[src/rtl/piso_shreg.sv]
// ---------------------------------------------------------------------------
// piso_shreg
//
// Parallel-in / serial-out shift register with frame control. A parallel word
// is loaded through an active-low request (pl_) while the block is idle, then
// shifted out one bit per clock-enabled edge. A bit counter tracks the frame
// and a one-cycle done pulse marks its end. Serial data arriving on ds fills
// the register from the tail, so after a full frame the register holds the
// received word with the first-received bit at the head.
//
// Parameters:
//   WIDTH      register and frame length in bits (must be >= 2)
//   MSB_FIRST  1: shift toward the MSB, q = sr[WIDTH-1]
//              0: shift toward the LSB, q = sr[0]
//
// Ports:
//   cp    clock, rising edge
//   mr    asynchronous active-high reset
//   ce    shift clock enable (does not gate loading)
//   ds    serial data in, enters the tail on each shift
//   pl_   parallel-load request, active-low, sampled synchronously
//   p     parallel data word
//   q     serial output (head bit of the register)
//   q_    complement of q
//   rdy   high while idle; a load is accepted only then
//   busy  high while a frame is being shifted
//   done  one-cycle end-of-frame pulse
//   pq    captured serial word (zero unless the capture option is built)
//
// Build option:
//   PISO_SHREG_CAPTURE_EN  when defined, a capture register latches the
//                          received word on the edge that raises done.
// ---------------------------------------------------------------------------
module piso_shreg #(
  parameter int WIDTH     = 8,
  parameter bit MSB_FIRST = 1'b1
) (
  input  logic             cp,
  input  logic             mr,
  input  logic             ce,
  input  logic             ds,
  input  logic             pl_,
  input  logic [WIDTH-1:0] p,
  output logic             q,
  output logic             q_,
  output logic             rdy,
  output logic             busy,
  output logic             done,
  output logic [WIDTH-1:0] pq
);

  localparam int CW = $clog2(WIDTH + 1);
  localparam logic [CW-1:0] CNT_LOAD = CW'(WIDTH);
  localparam logic [CW-1:0] CNT_LAST = CW'(1);

  typedef enum logic {
    IDLE  = 1'b0,
    SHIFT = 1'b1
  } state_t;

  state_t           state;
  state_t           state_nxt;
  logic [WIDTH-1:0] sr;
  logic [WIDTH-1:0] sr_nxt;
  logic [WIDTH-1:0] sr_shifted;
  logic [CW-1:0]    cnt;
  logic [CW-1:0]    cnt_nxt;
  logic             done_nxt;

  // A one-bit frame makes no sense for the shift slicing below, so refuse to
  // elaborate rather than build something broken.
  if (WIDTH < 2) begin : g_width_check
    $error("piso_shreg: WIDTH must be at least 2");
  end

  // The register moves one place toward the head on every shift; the serial
  // input always enters at the opposite end so that, after a full frame, the
  // first-received bit has travelled all the way to the head.
  always_comb begin
    sr_shifted = sr;
    if (MSB_FIRST) begin
      sr_shifted = {sr[WIDTH-2:0], ds};
    end else begin
      sr_shifted = {ds, sr[WIDTH-1:1]};
    end
  end

  // Next-state logic. In IDLE only a load request matters and ce is
  // deliberately ignored so a word can be parked while the link is stalled.
  // In SHIFT the load request is ignored and nothing moves unless ce is high.
  // The counter starts at WIDTH, so the edge that sees cnt == 1 is the last
  // shift of the frame: it returns to IDLE and raises done on the same edge.
  always_comb begin
    state_nxt = state;
    sr_nxt    = sr;
    cnt_nxt   = cnt;
    done_nxt  = 1'b0;
    unique case (state)
      IDLE: begin
        if (!pl_) begin
          sr_nxt    = p;
          cnt_nxt   = CNT_LOAD;
          state_nxt = SHIFT;
        end
      end
      SHIFT: begin
        if (ce) begin
          sr_nxt  = sr_shifted;
          cnt_nxt = cnt - CNT_LAST;
          if (cnt == CNT_LAST) begin
            state_nxt = IDLE;
            done_nxt  = 1'b1;
          end
        end
      end
      default: begin
        state_nxt = IDLE;
      end
    endcase
  end

  // State, data and counter registers. Reset aborts any frame in progress
  // immediately and without a done pulse, since done is cleared here too.
  always_ff @(posedge cp or posedge mr) begin
    if (mr) begin
      state <= IDLE;
      sr    <= '0;
      cnt   <= '0;
      done  <= 1'b0;
    end else begin
      state <= state_nxt;
      sr    <= sr_nxt;
      cnt   <= cnt_nxt;
      done  <= done_nxt;
    end
  end

`ifdef PISO_SHREG_CAPTURE_EN
  // Capture the post-shift register on the frame's final edge; that value is
  // exactly the WIDTH bits received on ds. It is held until the next frame
  // completes or reset.
  always_ff @(posedge cp or posedge mr) begin
    if (mr) begin
      pq <= '0;
    end else if (done_nxt) begin
      pq <= sr_nxt;
    end
  end
`else
  // Without the capture option the word output is simply tied off.
  assign pq = '0;
`endif

  // Status and serial outputs come straight from registers, so there is no
  // combinational path from any input to any output.
  assign rdy  = (state == IDLE);
  assign busy = (state == SHIFT);
  assign q    = MSB_FIRST ? sr[WIDTH-1] : sr[0];
  assign q_   = ~q;

endmodule

[config.mk]
export PLATFORM = sky130hd
export DESIGN_NAME = piso_shreg
export DESIGN_NICKNAME = d
export VERILOG_FILES = /design/src/rtl/piso_shreg.sv
export SDC_FILE = /design/constraint.sdc
export NUM_CORES = 1
export LEC_CHECK = 0
export ABC_AREA = 1
export CORE_ASPECT_RATIO = 0.9
export CORE_MARGIN = 10
export CORE_UTILIZATION = 42
export CTS_BUF_LIST = sky130_fd_sc_hd__clkbuf_8
export DETAILED_ROUTE_END_ITERATION = 16
export PLACE_DENSITY = 0.8
export SETUP_SLACK_MARGIN = 0.3
export SLEW_MARGIN = 20
export SYNTH_ARGS = -nofsm -noshare
export SYNTH_HDL_FRONTEND = slang
export SYNTH_SLANG_ARGS = --single-unit
[constraint.sdc]
create_clock -name cp -period 1.12 [get_ports cp]
set_input_delay 0.224 -clock cp [delete_from_list [all_inputs] [get_ports cp]]
set_output_delay 0.224 -clock cp [all_outputs]
set_load 0.02 [all_outputs]
; Word-level counts from Yosys, hierarchy flattened
; Index checks and enable logic that the tools add are counted.
[totals]
wordCells = 24
reg_bits = 14
output_inout_bits = 13
input_bits = 13
[classes]
n_addsub = 1
reduce_logical = 1
bitwise = 2
n_mux = 13
n_eq_ne = 3
[op_table]
columns = cell, count
row1 = 8-bit 2-to-1 mux, 2
row2 = 8-bit case mux with 2 select lines, 1
row3 = 4-bit 2-to-1 mux, 2
row4 = 4-bit case mux with 2 select lines, 1
row5 = 1-bit 2-to-1 mux, 6
row6 = 4-bit by 1-bit equality test with 1-bit output (second input constant), 1
row7 = 2-bit != test (second input constant), 2
row8 = 4-bit by 1-bit subtractor with 4-bit output (second input constant), 1
row9 = 1-bit inverter, 2
row10 = 1-bit case mux with 2 select lines, 1
row11 = 2-bit AND reduction, 1

; Logic depth before layout (Yosys ltp)
[depth]
depth_word = 4
mapped_depth = 6
mapped_depth_nobuf = 6

; Least setup slack after synthesis
; Ideal clock, no wire load.
[synth_path]
kind = register -> register
from = register state, in the netlist busy
to = register sr[0]
slack_ns = -0.121
period_less_slack_ns = 1.241
stages_incl_launch_ff = 6
path_buffers = 1
required_ns = 1.001
setup_time_ns = 0.119
arrival_time_ns = 1.122
path_cell_list = dfrtp_1 > inv_2 > nand2_4 > nand2_8 > buf_12 > o21a_1
[synth_via]
elab_chain_len = 3
elab_cells_between_ends = 5
classes_between = eq/ne (2) / mux (1) / bitwise (1) / reduce/logical (1)
[synth_rtl]
columns = element, line_no
row1 = start: declaration, 61  ; state_t state;
row2 = start signal: assignment, 131  ; state <= state_nxt;
row3 = 1-bit inverter (*), -
row4 = via rdy, 46  ; output logic rdy,
row5 = 2-bit != test (no source line), -
row6 = 2-bit AND reduction (no source line), -
row7 = end signal: assignment, 132  ; sr <= sr_nxt;
row8 = end: declaration, 63  ; logic [WIDTH-1:0] sr;
; The timed path passes the listed nets; every way through them passes the cells marked *.
; A chain may end at the register's enable or synchronous reset.

; Worst setup path in the final report
[layout_path]
from = register state, in the netlist busy
to = register cnt[1]
[layout_via]
elab_chain_len = 3
elab_cells_between_ends = 5
classes_between = eq/ne (2) / mux (1) / bitwise (1) / reduce/logical (1)
[layout_rtl]
columns = element, line_no
row1 = 1-bit inverter, -
row2 = 2-bit != test (no source line), -
row3 = 2-bit AND reduction (no source line), -
row4 = end signal: assignment, 133  ; cnt <= cnt_nxt;
row5 = end: declaration, 66  ; logic [CW-1:0] cnt;
; Parallel ways exist; a longest one is shown, timed or not.

==> impl_metrics.csv <==
group,metric,value,unit
grt,grt_pass1_vias,695,
timing,holdWs,263.3,ps
power,power.total,0.002899,W
detailed_routing,avgViaCountPerCell,4.685,
grt,grt_pass1_wl,3215,um
worst_setup_path,cp_max_fo,8,
worst_setup_path,path_class,"reg -> reg",
power,vdd_ir_drop_max,0.001117,V
yosys,synth_cell_types,20,
floorplan,row_count,14,
cts,path_clk_slew,60,ps
worst_setup_path,critPathLaunchType,"flip-flop",
grt,grt_max_degree,15,
detailed_routing,vias,684,
timing,rsz0062_at_grt,"yes",
worst_setup_path,reg2reg_from,"busy",
worst_setup_path,critPathRequiredTime,1270,ps
timing,layout_min_cycle_time,1140,ps
cells_and_area,drive_above_1_share,0.3115,
worst_setup_path,critPathCaptureType,"flip-flop",
yosys,yosysSeqAreaShare,0.4480,
worst_hold_path,min_path_type,"in -> async",
worst_setup_path,crit_path_start,"busy",
yosys,avgSynthCellArea,8.989,um^2
floorplan,initial_utilization,0.4555,
power,p_leak,0.5473,nW
worst_setup_path,r2r_end,"cnt[1]",
detailed_routing,antenna_left,0,
detailed_routing,post-route-drc-count,0,
cts,htree_levels,1,
worst_setup_path,arrival,1290,ps
power,power_density,2527,nW/um^2
timing,finalSetupViolCount,3,
cells_and_area,register_area,351.6,um^2
cells_and_area,fillCellCount,132,
run_status,status,"finished with violations",
detailed_routing,drt_first_pass_iters,4,
yosys,synth_area,782.0,um^2
run,drv_cap,0,
floorplan,die_area,3990,um^2
detailed_routing,drt_iter0_drc,10,
grt,grtUsageTotal,0.1040,
cells_and_area,finalNetCount,138,
timing,finalHoldViolations,0,
worst_setup_path,reg2reg_depth,4,
worst_setup_path,critPathCapture,"cnt[1]",
cts,clockRootBuffer,"clkbuf_8",
grt,overflow,0,
yosys,synth_area_leader_cell,"dfrtp_1",
run_status,failed_checks,"negative setup slack",
yosys,ys_top_cells_by_area,"dfrtp_1 45%, buf_4 7.7%, nand2_1 6.2%",
floorplan,core,1717,um^2
timing,setup_slack,-19.54,ps
detailed_routing,wire_per_inst,14.29,um
cells_and_area,multi_input_area,382.9,um^2
floorplan,die_x,65.49,um
cells_and_area,diodes,0,
timing,clock_skew,7.630,ps
cts,clock_path_buffers,2,
cts,clk_latency,250,ps
cts,hold_buffers,0,
placed_design,postPlaceCellArea,987.2,um^2
placed_design,place.gp.congestion,0.7253,
timing,drv_slew,0,
placed_design,hpwl,1327,um
cells_and_area,design_area,1147,um^2
timing,min_period_over_period,1.017,
grt,antenna_found_initial,0,
detailed_routing,wl,2087,um
cells_and_area,area_growth,46.72,%
yosys,ys_seq_elements,14,
cts,cts_buffers,3,
yosys,yosysTopAreaCellShare,0.4480,
floorplan,fp.dieH,60.94,um
yosys,synthCells,87,
placed_design,io_buffers,17,
placed_design,pre_cts_ws,-226.4,ps
cts,cts_tree,"done",
cts,cts_num_sinks,14,
timing,max_freq,0.8775,GHz
timing,setup-tns-final,-28.63,ps
floorplan,ios,26,
yosys,ys_warn_count,0,
worst_setup_path,rrSetupSlack,-20,ps
==> timing repair <==
item / CTS / global route
gates resized for setup: 32 / 8
setup buffers: 4 / 3
pin swaps: 1 / 6
gates cloned: 1 / 1
endpoints found under the setup margin: 19 / 19
==> layer usage <==
layer / GRT usage / wire [um]
met1: 0.1090 / 900
met2: 0.1919 / 1067
met3: 0.02394 / 70
met4: 0.05488 / 48
met5: 0 / 0
==> cells in the final DEF, fill, tap and decap left out <==
cell type and count:
nand2_1 11, dfrtp_1 13, buf_4 13, o21ai_0 3, dfrtp_2 1, nand2_4 2, buf_8 1, o211ai_2 1
buf_6 5, buf_2 1, conb_1 8, nor2_1 10, o22ai_1 2, inv_1 6, nand2_8 3, clkbuf_8 4
nand2_2 2, a21oi_1 1, o21ai_1 5, nor2_2 2, nand3_1 5, inv_2 3, xnor2_1 1, ha_1 2
clkdlybuf4s50_1 12, o21a_1 5
==> cells by family (layout without fill, tap and decap cells) <==
logic type	Yosys count	after routing	synth area share
buffers and inverters	19	45	0.1600
AOI/OAI and AO/OA	17	17	0.1376
DFF	14	14	0.4480
and+or+nand+nor	33	35	0.2064
xor gates and xnor gates	1	1	0.01120
other	1	8	0.004795
adders and majority gates	2	2	0.03199
==> synth_stat cells, drive strengths merged <==
cell type  number
nor2           12
nand3           5
o21a            5
dfrtp          14
o211ai          1
buf            10
a21oi           1
o21ai           8
xnor2           1
ha              2
inv             9
conb            1
nand2          16
o22ai           2
==> final cells by class <==
type,count,share of cell area
Inverter,9,0.02944
Timing Repair Buffer,32,0.2563
Multi-Input combinational cell,63,0.3337
Tap cell,24,0.02617
Sequential cell,14,0.3064
Clock buffer,4,0.04798
==> flip-flops by register name, summed over array words and instances (netlist names) <==
signal,flops
busy,1
sr,8
cnt,4
done,1
==> how the worst min path moves through the flow <==
stage / startpoint / depth (start not counted) / end
global route: mr / 3 / sr[5]
CTS: mr / 3 / sr[4]
finish: mr / 3 / sr[5]
global placement: cnt[3] / 2 / cnt[3]
floorplan: mr / 1 / cnt[0]
detailed placement: cnt[3] / 2 / cnt[3]
==> worst max-delay path, stage by stage (launching register included) <==
cell and delay, ps:
dfrtp_2 390, buf_4 190, nand2_8 100, buf_4 150
o22ai_1 190
==> stage by stage <==
stage | utilization | cells
final | 0.6684 | 146
after global routing | 0.6684 | 146
after CTS | 0.6363 | 142
after detailed placement | 0.5751 | 133
after global placement | 0.5751 | 133
after floorplan | - | 94
==> power breakdown <==
group	total, W	internal [W]	switching, W	leakage [nW]
Clock	0.000503	0.000312	0.000191	0.0288
Combinational	0.00151	0.000733	0.000781	0.358
Sequential	0.000882	0.000740	0.000143	0.161
Note: power is estimated with default switching activity, not from simulation.
